### config.mk
export PLATFORM = sky130hd
export DESIGN_NAME = axi_traffic_master_flat
export DESIGN_NICKNAME = d
export VERILOG_FILES = /design/src/rtl/axi_traffic_master_if.sv /design/src/rtl/axi_traffic_master.sv /design/src/flat_wrapper.sv
export SDC_FILE = /design/constraint.sdc
export NUM_CORES = 1
export LEC_CHECK = 0
export BUFFER_PORTS_ARGS = -buffer_cell sky130_fd_sc_hd__buf_2
export CORE_AREA = 2 2 159 161
export DETAILED_ROUTE_END_ITERATION = 10
export DIE_AREA = 0 0 161 163
export PLACE_DENSITY = 0.66
export SETUP_SLACK_MARGIN = 0.05
export SLEW_MARGIN = 25
export SYNTH_ARGS = -nofsm -noshare
export SYNTH_HDL_FRONTEND = slang
export SYNTH_SLANG_ARGS = --single-unit
export TNS_END_PERCENT = 50
### constraint.sdc
create_clock -name clk -period 4.3 [get_ports clk]
set_input_delay 0.215 -clock clk [delete_from_list [all_inputs] [get_ports clk]]
set_output_delay 0.215 -clock clk [all_outputs]
set_load 0.005 [all_outputs]
### src/rtl/axi_traffic_master_if.sv
// AXI4 write/read channel bundle used by the traffic master.
// Fixed sideband (size, burst, strobe, id) is tied off outside this bundle.
interface axi_traffic_master_if #(
    parameter int ADDR_WIDTH = 64,
    parameter int DATA_WIDTH = 64
);
    logic [ADDR_WIDTH-1:0] m_axi_awaddr;
    logic [7:0]            m_axi_awlen;
    logic                  m_axi_awvalid;
    logic                  m_axi_awready;
    logic [DATA_WIDTH-1:0] m_axi_wdata;
    logic                  m_axi_wlast;
    logic                  m_axi_wvalid;
    logic                  m_axi_wready;
    logic [1:0]            m_axi_bresp;
    logic                  m_axi_bvalid;
    logic                  m_axi_bready;
    logic [ADDR_WIDTH-1:0] m_axi_araddr;
    logic [7:0]            m_axi_arlen;
    logic                  m_axi_arvalid;
    logic                  m_axi_arready;
    logic [DATA_WIDTH-1:0] m_axi_rdata;
    logic [1:0]            m_axi_rresp;
    logic                  m_axi_rlast;
    logic                  m_axi_rvalid;
    logic                  m_axi_rready;

    modport master (
        output m_axi_awaddr, m_axi_awlen, m_axi_awvalid,
        output m_axi_wdata, m_axi_wlast, m_axi_wvalid,
        output m_axi_bready,
        output m_axi_araddr, m_axi_arlen, m_axi_arvalid,
        output m_axi_rready,
        input  m_axi_awready, m_axi_wready,
        input  m_axi_bresp, m_axi_bvalid,
        input  m_axi_arready,
        input  m_axi_rdata, m_axi_rresp, m_axi_rlast, m_axi_rvalid
    );

    modport slave (
        input  m_axi_awaddr, m_axi_awlen, m_axi_awvalid,
        input  m_axi_wdata, m_axi_wlast, m_axi_wvalid,
        input  m_axi_bready,
        input  m_axi_araddr, m_axi_arlen, m_axi_arvalid,
        input  m_axi_rready,
        output m_axi_awready, m_axi_wready,
        output m_axi_bresp, m_axi_bvalid,
        output m_axi_arready,
        output m_axi_rdata, m_axi_rresp, m_axi_rlast, m_axi_rvalid
    );
endinterface

### src/rtl/axi_traffic_master.sv
// Write-then-readback AXI burst tester: writes a seed+beat pattern, reads it back
// and counts response, data and rlast-position errors (saturating at 255).
module axi_traffic_master #(
    parameter int ADDR_WIDTH = 64,
    parameter int DATA_WIDTH = 64
) (
    input  logic                  clk,
    input  logic                  rstn,
    input  logic                  start,
    input  logic [ADDR_WIDTH-1:0] base_addr,
    input  logic [7:0]            len,
    input  logic [31:0]           seed,
    output logic                  busy,
    output logic                  done,
    output logic [7:0]            err_cnt,
    axi_traffic_master_if.master  axi
);

    typedef enum logic [2:0] {
        S_IDLE = 3'd0,
        S_AW   = 3'd1,
        S_W    = 3'd2,
        S_B    = 3'd3,
        S_AR   = 3'd4,
        S_R    = 3'd5,
        S_DONE = 3'd6
    } state_t;

    function automatic logic [7:0] sat_add(input logic [7:0] a, input logic [1:0] b);
        logic [8:0] sum;
        sum = {1'b0, a} + {7'd0, b};
        if (sum[8]) begin
            sat_add = 8'hFF;
        end else begin
            sat_add = sum[7:0];
        end
    endfunction

    state_t                state_r, state_next;
    logic [ADDR_WIDTH-1:0] addr_r, addr_next;
    logic [7:0]            len_r, len_next;
    logic [31:0]           seed_r, seed_next;
    logic [7:0]            beat_r, beat_next;
    logic [7:0]            err_cnt_r;
    logic [31:0]           wdata_r;
    logic                  busy_r, done_r, awvalid_r, wvalid_r, wlast_r;
    logic                  bready_r, arvalid_r, rready_r;
    logic                  clr_err_s;
    logic [1:0]            err_inc_s;
    logic [31:0]           rd_word_s;
    logic                  data_bad_s, last_bad_s;

    // Next-state, capture and error-increment decode.
    always_comb begin
        state_next = state_r;
        addr_next  = addr_r;
        len_next   = len_r;
        seed_next  = seed_r;
        beat_next  = beat_r;
        clr_err_s  = 1'b0;
        err_inc_s  = 2'd0;
        rd_word_s  = seed_r + {24'd0, beat_r};
        data_bad_s = (axi.m_axi_rresp != 2'b00) ||
                     (axi.m_axi_rdata != {(DATA_WIDTH/32){rd_word_s}});
        last_bad_s = axi.m_axi_rlast != (beat_r == len_r);
        case (state_r)
            S_IDLE: begin
                if (start) begin
                    state_next = S_AW;
                    addr_next  = base_addr;
                    len_next   = len;
                    seed_next  = seed;
                    beat_next  = 8'd0;
                    clr_err_s  = 1'b1;
                end else begin
                    state_next = S_IDLE;
                end
            end
            S_AW: begin
                if (axi.m_axi_awready) begin
                    state_next = S_W;
                end else begin
                    state_next = S_AW;
                end
            end
            S_W: begin
                if (axi.m_axi_wready && (beat_r == len_r)) begin
                    state_next = S_B;
                    beat_next  = 8'd0;
                end else if (axi.m_axi_wready) begin
                    beat_next = beat_r + 8'd1;
                end else begin
                    beat_next = beat_r;
                end
            end
            S_B: begin
                if (axi.m_axi_bvalid) begin
                    state_next = S_AR;
                    err_inc_s  = (axi.m_axi_bresp != 2'b00) ? 2'd1 : 2'd0;
                end else begin
                    state_next = S_B;
                end
            end
            S_AR: begin
                if (axi.m_axi_arready) begin
                    state_next = S_R;
                end else begin
                    state_next = S_AR;
                end
            end
            S_R: begin
                if (axi.m_axi_rvalid) begin
                    beat_next  = beat_r + 8'd1;
                    err_inc_s  = {1'b0, data_bad_s} + {1'b0, last_bad_s};
                    state_next = axi.m_axi_rlast ? S_DONE : S_R;
                end else begin
                    state_next = S_R;
                end
            end
            S_DONE:  state_next = S_IDLE;
            default: state_next = S_IDLE;
        endcase
    end

    // State, captured parameters and registered outputs derived from next values.
    always_ff @(posedge clk or negedge rstn) begin
        if (!rstn) begin
            state_r   <= S_IDLE;
            addr_r    <= '0;
            len_r     <= 8'd0;
            seed_r    <= 32'd0;
            beat_r    <= 8'd0;
            err_cnt_r <= 8'd0;
            wdata_r   <= 32'd0;
            busy_r    <= 1'b0;
            done_r    <= 1'b0;
            awvalid_r <= 1'b0;
            wvalid_r  <= 1'b0;
            wlast_r   <= 1'b0;
            bready_r  <= 1'b0;
            arvalid_r <= 1'b0;
            rready_r  <= 1'b0;
        end else begin
            state_r   <= state_next;
            addr_r    <= addr_next;
            len_r     <= len_next;
            seed_r    <= seed_next;
            beat_r    <= beat_next;
            err_cnt_r <= clr_err_s ? 8'd0 : sat_add(err_cnt_r, err_inc_s);
            wdata_r   <= seed_next + {24'd0, beat_next};
            busy_r    <= (state_next != S_IDLE);
            done_r    <= (state_next == S_DONE);
            awvalid_r <= (state_next == S_AW);
            wvalid_r  <= (state_next == S_W);
            wlast_r   <= (state_next == S_W) && (beat_next == len_next);
            bready_r  <= (state_next == S_B);
            arvalid_r <= (state_next == S_AR);
            rready_r  <= (state_next == S_R);
        end
    end

    assign busy              = busy_r;
    assign done              = done_r;
    assign err_cnt           = err_cnt_r;
    assign axi.m_axi_awaddr  = addr_r;
    assign axi.m_axi_awlen   = len_r;
    assign axi.m_axi_awvalid = awvalid_r;
    assign axi.m_axi_wdata   = {(DATA_WIDTH/32){wdata_r}};
    assign axi.m_axi_wlast   = wlast_r;
    assign axi.m_axi_wvalid  = wvalid_r;
    assign axi.m_axi_bready  = bready_r;
    assign axi.m_axi_araddr  = addr_r;
    assign axi.m_axi_arlen   = len_r;
    assign axi.m_axi_arvalid = arvalid_r;
    assign axi.m_axi_rready  = rready_r;

endmodule

### src/flat_wrapper.sv
// flat-port wrapper written by rule: the top's interface ports become plain ports
module axi_traffic_master_flat 
#(
    parameter int ADDR_WIDTH = 64,
    parameter int DATA_WIDTH = 64
)
  (clk, rstn, start, base_addr, len, seed, busy, done, err_cnt, axi_m_axi_awaddr, axi_m_axi_awlen, axi_m_axi_awvalid, axi_m_axi_wdata, axi_m_axi_wlast, axi_m_axi_wvalid, axi_m_axi_bready, axi_m_axi_araddr, axi_m_axi_arlen, axi_m_axi_arvalid, axi_m_axi_rready, axi_m_axi_awready, axi_m_axi_wready, axi_m_axi_bresp, axi_m_axi_bvalid, axi_m_axi_arready, axi_m_axi_rdata, axi_m_axi_rresp, axi_m_axi_rlast, axi_m_axi_rvalid);
  axi_traffic_master_if #(.ADDR_WIDTH(ADDR_WIDTH), .DATA_WIDTH(DATA_WIDTH)) axi_i ();
  input  logic clk;
  input  logic rstn;
  input  logic start;
  input  logic [ADDR_WIDTH-1:0] base_addr;
  input  logic [7:0] len;
  input  logic [31:0] seed;
  output logic busy;
  output logic done;
  output logic [7:0] err_cnt;
  output wire logic [$bits(axi_i.m_axi_awaddr)-1:0] axi_m_axi_awaddr;
  output wire logic [$bits(axi_i.m_axi_awlen)-1:0] axi_m_axi_awlen;
  output wire logic [$bits(axi_i.m_axi_awvalid)-1:0] axi_m_axi_awvalid;
  output wire logic [$bits(axi_i.m_axi_wdata)-1:0] axi_m_axi_wdata;
  output wire logic [$bits(axi_i.m_axi_wlast)-1:0] axi_m_axi_wlast;
  output wire logic [$bits(axi_i.m_axi_wvalid)-1:0] axi_m_axi_wvalid;
  output wire logic [$bits(axi_i.m_axi_bready)-1:0] axi_m_axi_bready;
  output wire logic [$bits(axi_i.m_axi_araddr)-1:0] axi_m_axi_araddr;
  output wire logic [$bits(axi_i.m_axi_arlen)-1:0] axi_m_axi_arlen;
  output wire logic [$bits(axi_i.m_axi_arvalid)-1:0] axi_m_axi_arvalid;
  output wire logic [$bits(axi_i.m_axi_rready)-1:0] axi_m_axi_rready;
  input wire logic [$bits(axi_i.m_axi_awready)-1:0] axi_m_axi_awready;
  input wire logic [$bits(axi_i.m_axi_wready)-1:0] axi_m_axi_wready;
  input wire logic [$bits(axi_i.m_axi_bresp)-1:0] axi_m_axi_bresp;
  input wire logic [$bits(axi_i.m_axi_bvalid)-1:0] axi_m_axi_bvalid;
  input wire logic [$bits(axi_i.m_axi_arready)-1:0] axi_m_axi_arready;
  input wire logic [$bits(axi_i.m_axi_rdata)-1:0] axi_m_axi_rdata;
  input wire logic [$bits(axi_i.m_axi_rresp)-1:0] axi_m_axi_rresp;
  input wire logic [$bits(axi_i.m_axi_rlast)-1:0] axi_m_axi_rlast;
  input wire logic [$bits(axi_i.m_axi_rvalid)-1:0] axi_m_axi_rvalid;
  assign axi_m_axi_awaddr = axi_i.m_axi_awaddr;
  assign axi_m_axi_awlen = axi_i.m_axi_awlen;
  assign axi_m_axi_awvalid = axi_i.m_axi_awvalid;
  assign axi_m_axi_wdata = axi_i.m_axi_wdata;
  assign axi_m_axi_wlast = axi_i.m_axi_wlast;
  assign axi_m_axi_wvalid = axi_i.m_axi_wvalid;
  assign axi_m_axi_bready = axi_i.m_axi_bready;
  assign axi_m_axi_araddr = axi_i.m_axi_araddr;
  assign axi_m_axi_arlen = axi_i.m_axi_arlen;
  assign axi_m_axi_arvalid = axi_i.m_axi_arvalid;
  assign axi_m_axi_rready = axi_i.m_axi_rready;
  assign axi_i.m_axi_awready = axi_m_axi_awready;
  assign axi_i.m_axi_wready = axi_m_axi_wready;
  assign axi_i.m_axi_bresp = axi_m_axi_bresp;
  assign axi_i.m_axi_bvalid = axi_m_axi_bvalid;
  assign axi_i.m_axi_arready = axi_m_axi_arready;
  assign axi_i.m_axi_rdata = axi_m_axi_rdata;
  assign axi_i.m_axi_rresp = axi_m_axi_rresp;
  assign axi_i.m_axi_rlast = axi_m_axi_rlast;
  assign axi_i.m_axi_rvalid = axi_m_axi_rvalid;
  axi_traffic_master #(.ADDR_WIDTH(ADDR_WIDTH), .DATA_WIDTH(DATA_WIDTH)) u_core (.clk(clk), .rstn(rstn), .start(start), .base_addr(base_addr), .len(len), .seed(seed), .busy(busy), .done(done), .err_cnt(err_cnt), .axi(axi_i));
endmodule
==> flow_metrics.py <==
metrics = {
    "worst_setup_path": {
        "cp-end-kind": "flop",
        "crit_path_max_incr_delay_ns": 0.50,
        "timing.critical_path.from": "u_core.seed_r[0]$_DFF_PN0_",
        "critPathArrivalTime_ns": 4.95,
        "path_depth_of_the_worst_reg2reg_path": 22,
        "timing.critical_path.cells": "ha_2, inv_2, fa_2, nor2b_4, o31a_1, o21ai_2, o21a_1, nor4_1, o21ai_1, or4_4, nor4_4, nand3_2, ha_4, nand2_4, o31ai_4, ha_2, inv_2, fa_2, nor2_4, nand3_2, nor3b_2, nor3_2",
        "regToRegSetupSlack_ns": -0.35,
        "crit_type": "reg -> reg",
        "required_ns": 4.60,
        "timing.critical_path.to": "u_core.err_cnt[6]$_DFF_PN0_",
        "path_depth": 22,
        "crit_path_max_fanout": 4,
        "startpoint_type": "flop",
        "crit_path_top_delay_cell": "sky130_fd_sc_hd__or4_4",
        "worstPathBufferInverterCount": 2,
        "reg2reg_to": "u_core.err_cnt[6]$_DFF_PN0_",
        "critPathTopFamily": "simple AND/OR/NAND/NOR gates",
        "critical_path.reg2reg.startpoint": "u_core.seed_r[0]$_DFF_PN0_",
    },
    "global_routing": {
        "grt_antenna_before_repair": 21,
        "global_route.overflow_total": 0,
        "wire_length_of_the_first_global_routing_pass_um": 45500,
        "grt_max_degree": 94,
        "grt.total_usage_pct": 22.8,
        "grt_pass1_vias": 8349,
    },
    "synthesis": {
        "synth_register_bits": 163,
        "synth_area_leader_cell": "sky130_fd_sc_hd__dfrtp_1",
        "ys_types": 59,
        "synth_ff_type": "sky130_fd_sc_hd__dfrtp_1",
        "synthDominantCellAreaShare_pct": 42.9,
        "synth_most_common_cell": "sky130_fd_sc_hd__dfrtp_1",
        "synth.cells.most_frequent": "sky130_fd_sc_hd__dfrtp_1, sky130_fd_sc_hd__buf_4, sky130_fd_sc_hd__mux2_2, sky130_fd_sc_hd__nand2_1, sky130_fd_sc_hd__xnor2_1",
        "synth-edff-count": 0,
        "netlist_top_cells_area": "sky130_fd_sc_hd__dfrtp_1, sky130_fd_sc_hd__mux2_2, sky130_fd_sc_hd__buf_4",
        "gate_count_after_technology_mapping": 924,
        "synth_warn": 0,
        "postSynth.asyncResetShare_pct": 100,
        "mappedNetlistNets": 1128,
        "syn-mean-instance-area_um2": 10.3,
        "synth.cell_area_mm2": 0.00950,
        "synth.yosys.seq_area_share_pct": 42.9,
    },
    "route": {
        "route.final.wire_length_um": 30600,
        "detailedRoute.firstPassIterationCount": 5,
        "num_vias": 8396,
        "route.detailed.drc": 0,
        "avgViaCountPerCell": 4.86,
        "antenna_violating_nets_post_route": 0,
        "drt_iter0_drc": 456,
        "route.detailed.wl_per_inst_um": 17.7,
    },
    "pwr": {
        "max-vdd-ir-drop_mv": 0.314,
        "p_leak_nw": 6.51,
        "p_int_mw": 5.42,
        "switching_power_of_the_nets_mw": 3.31,
        "final_power_mw": 8.73,
        "power.clock.fraction_pct": 18.7,
        "comb_power_share_pct": 49.1,
        "power.share.sequential_pct": 32.2,
        "swShare_pct": 38.0,
        "power_per_cell_area_mw_per_mm2": 658,
    },
    "die": {
        "fp.dieH_um": 163,
        "ioPinCount": 405,
        "std_cell_rows": 58,
        "floorplan.die.width_um": 161,
        "area_of_the_core_mm2": 0.0247,
        "die_area_mm2": 0.0262,
        "effective_utilization_at_floorplan_pct": 38.5,
    },
    "sta": {
        "holdWs_ns": 0.0147,
        "rsz0062_at_grt": "yes",
        "relSlewSlack_pct": 38.1,
        "max_freq_mhz": 215,
        "final_max_slew_viol_count": 0,
        "setup_ws_ns": -0.347,
        "setup_viol": 9,
        "final_hold_violating_endpoints": 0,
        "post-route-period-util_pct": 108,
        "fin_crit_ns": 4.65,
        "tightest_slew_ns": 0.928,
        "finalClockSkew_ns": 0.0115,
    },
    "cts": {
        "cts_tree": "done",
        "cts_buffer_count": 17,
        "root_buffer": "sky130_fd_sc_hd__clkbuf_16",
        "insertion_delay_ns": 0.43,
        "cts.reportedPaths.clkPinSlew_ns": 0.07,
        "h-tree-depth": 4,
        "cts-root-to-sink-buffers": 2,
        "clkSinkCount": 163,
    },
    "layout": {
        "nNetsFinal": 1575,
        "layout_cells_sized_above_1_pct": 50.4,
        "layout-area-overhead-vs-synth_pct": 39.7,
        "layout.filler_cells": 2270,
    },
    "run_status": {
        "violations_in_the_final_reports": "negative setup slack",
        "run_status": "finished, violations left",
    },
    "place": {
        "io_buffers": 404,
        "dp_hpwl_um": 24300,
        "gpl.final_weighted_congestion": 0.892,
    },
    "run": {
        "cap_violations": 0,
    },
    "worst_hold_path": {
        "worstHoldPathType": "in -> reg",
    },
}
[cells by family after synthesis]
logic type,Yosys count,synth area share (%)
compound gates,124,8.36
xor+xnor,88,8.11
fa+ha+maj,23,3.26
buf+inv,169,11.1
flops,163,42.9
mux,114,13.2
simple gates,243,13.0
[sequential cells by signal, summed over array words and instances (netlist names), 3 cells and up]
name / flops
u_core.beat_r: 8
u_core.axi.m_axi_arlen: 8
u_core.axi.m_axi_araddr: 64
u_core.state_r: 3
u_core.seed_r: 32
u_core.err_cnt: 8
u_core.wdata_r: 32
[worst min path at each step]
| stage | start | end | slack (ns) | depth (start not counted) |
|---|---|---|---|---|
| 3_5_place_dp | rstn | u_core.wdata_r[5]$_DFF_PN0_ | 0.36 | 1 |
| 2_1_floorplan | rstn | u_core.axi.m_axi_araddr[0]$_DFFE_PN0P_ | -0.08 | 0 |
| 4_1_cts | base_addr[28] | u_core.axi.m_axi_araddr[28]$_DFFE_PN0P_ | 0.0002 | 2 |
| 3_3_place_gp | rstn | u_core.wdata_r[4]$_DFF_PN0_ | 0.36 | 1 |
| 6_report | base_addr[23] | u_core.axi.m_axi_araddr[23]$_DFFE_PN0P_ | 0.01 | 2 |
| 5_1_grt | base_addr[29] | u_core.axi.m_axi_araddr[29]$_DFFE_PN0P_ | 0.0007 | 2 |
[per-stage QoR]
stage	area [µm²]	utilization (%)	instances	setup slack [ns]	TNS (ns)
CTS	13000	52.7	1706	-0.399	-3.06
floorplan	9580	-	924	-0.00479	-0.00674
global placement	11900	48.3	1631	-0.346	-2.68
detailed placement	11900	48.3	1631	-0.522	-4.04
global route	13300	53.7	1720	-0.574	-5.24
finish	13300	53.8	1727	-0.347	-2.51
[worst register-to-register path: stages (launching register included)]
cell	delay [ns]
sky130_fd_sc_hd__dfrtp_1	0.36
sky130_fd_sc_hd__ha_2	0.20
sky130_fd_sc_hd__inv_2	0.05
sky130_fd_sc_hd__fa_2	0.40
sky130_fd_sc_hd__nor2b_4	0.15
sky130_fd_sc_hd__o31a_1	0.20
sky130_fd_sc_hd__o21ai_2	0.09
sky130_fd_sc_hd__o21a_1	0.20
sky130_fd_sc_hd__nor4_1	0.26
sky130_fd_sc_hd__o21ai_1	0.12
sky130_fd_sc_hd__or4_4	0.51
sky130_fd_sc_hd__nor4_4	0.22
sky130_fd_sc_hd__nand3_2	0.16
sky130_fd_sc_hd__ha_4	0.31
sky130_fd_sc_hd__nand2_4	0.04
sky130_fd_sc_hd__o31ai_4	0.06
sky130_fd_sc_hd__ha_2	0.22
sky130_fd_sc_hd__inv_2	0.04
sky130_fd_sc_hd__fa_2	0.42
sky130_fd_sc_hd__nor2_4	0.14
sky130_fd_sc_hd__nand3_2	0.09
sky130_fd_sc_hd__nor3b_2	0.22
sky130_fd_sc_hd__nor3_2	0.06
[repair_timing]
item | CTS | global route
endpoints found under the hold margin | 126 | 4
buffers inserted | 8 | 4
gates resized for setup | 11 | 31
endpoints found under the setup margin | 12 | 18
pin swaps | 15 | 23
hold buffers | 35 | 4
[cells in the final DEF, fill, tap and decap left out, types with 4 or more instances in the layout]
cell type                       instances
sky130_fd_sc_hd__a211oi_1               4
sky130_fd_sc_hd__a21o_1                 6
sky130_fd_sc_hd__a21oi_1               28
sky130_fd_sc_hd__a21oi_2                6
sky130_fd_sc_hd__a31oi_1                6
sky130_fd_sc_hd__and2_1                 8
sky130_fd_sc_hd__and3_1                17
sky130_fd_sc_hd__buf_2                403
sky130_fd_sc_hd__buf_4                112
sky130_fd_sc_hd__clkbuf_16             17
sky130_fd_sc_hd__dfrtp_1              163
sky130_fd_sc_hd__diode_2               13
sky130_fd_sc_hd__dlygate4sd3_1         39
sky130_fd_sc_hd__ha_1                  15
sky130_fd_sc_hd__inv_1                 37
sky130_fd_sc_hd__inv_6                  4
sky130_fd_sc_hd__mux2_2                89
sky130_fd_sc_hd__mux2i_1               25
sky130_fd_sc_hd__nand2_1               62
sky130_fd_sc_hd__nand2b_1               9
sky130_fd_sc_hd__nand3_1               22
sky130_fd_sc_hd__nand4_1               14
sky130_fd_sc_hd__nor2_1                38
sky130_fd_sc_hd__nor3_1                20
sky130_fd_sc_hd__nor4_1                 7
sky130_fd_sc_hd__o21ai_0               27
sky130_fd_sc_hd__o22ai_1                6
sky130_fd_sc_hd__or2_2                  5
sky130_fd_sc_hd__or3_1                  6
sky130_fd_sc_hd__xnor2_1               51
sky130_fd_sc_hd__xor2_1                33
[area by class of cell]
cell class                      instances  area, µm²  area share (%)
Timing Repair Buffer                  558       3310            24.9
Antenna cell                           13       32.5           0.245
Sequential cell                       163       4080            30.7
Tap cell                              330        413            3.11
Inverter                               39        146            1.10
Clock inverter                         14        194            1.46
Multi-Input combinational cell        592       4670            35.2
Clock buffer                           18        429            3.23
[layer usage]
| metal | vias to the layer above | GRT usage (%) | routed length (µm) |
|---|---|---|---|
| li1 | 4034 | - | - |
| met1 | 3999 | 24.7 | 11300 |
| met2 | 291 | 42.0 | 16300 |
| met3 | 56 | 6.95 | 2130 |
| met4 | 16 | 8.00 | 729 |
| met5 | - | 0 | 103 |
[power groups by stage]
stage               clock network (mW)  logic, mW  registers (mW)
floorplan                            0       2.81            2.79
global placement                     0       4.10            2.80
detailed placement                   0       4.14            2.84
CTS                               1.67       4.25            2.81
global route                      1.76       4.69            2.91
finish                            1.63       4.29            2.81
No activity file was read; power rests on OpenSTA's default activity.
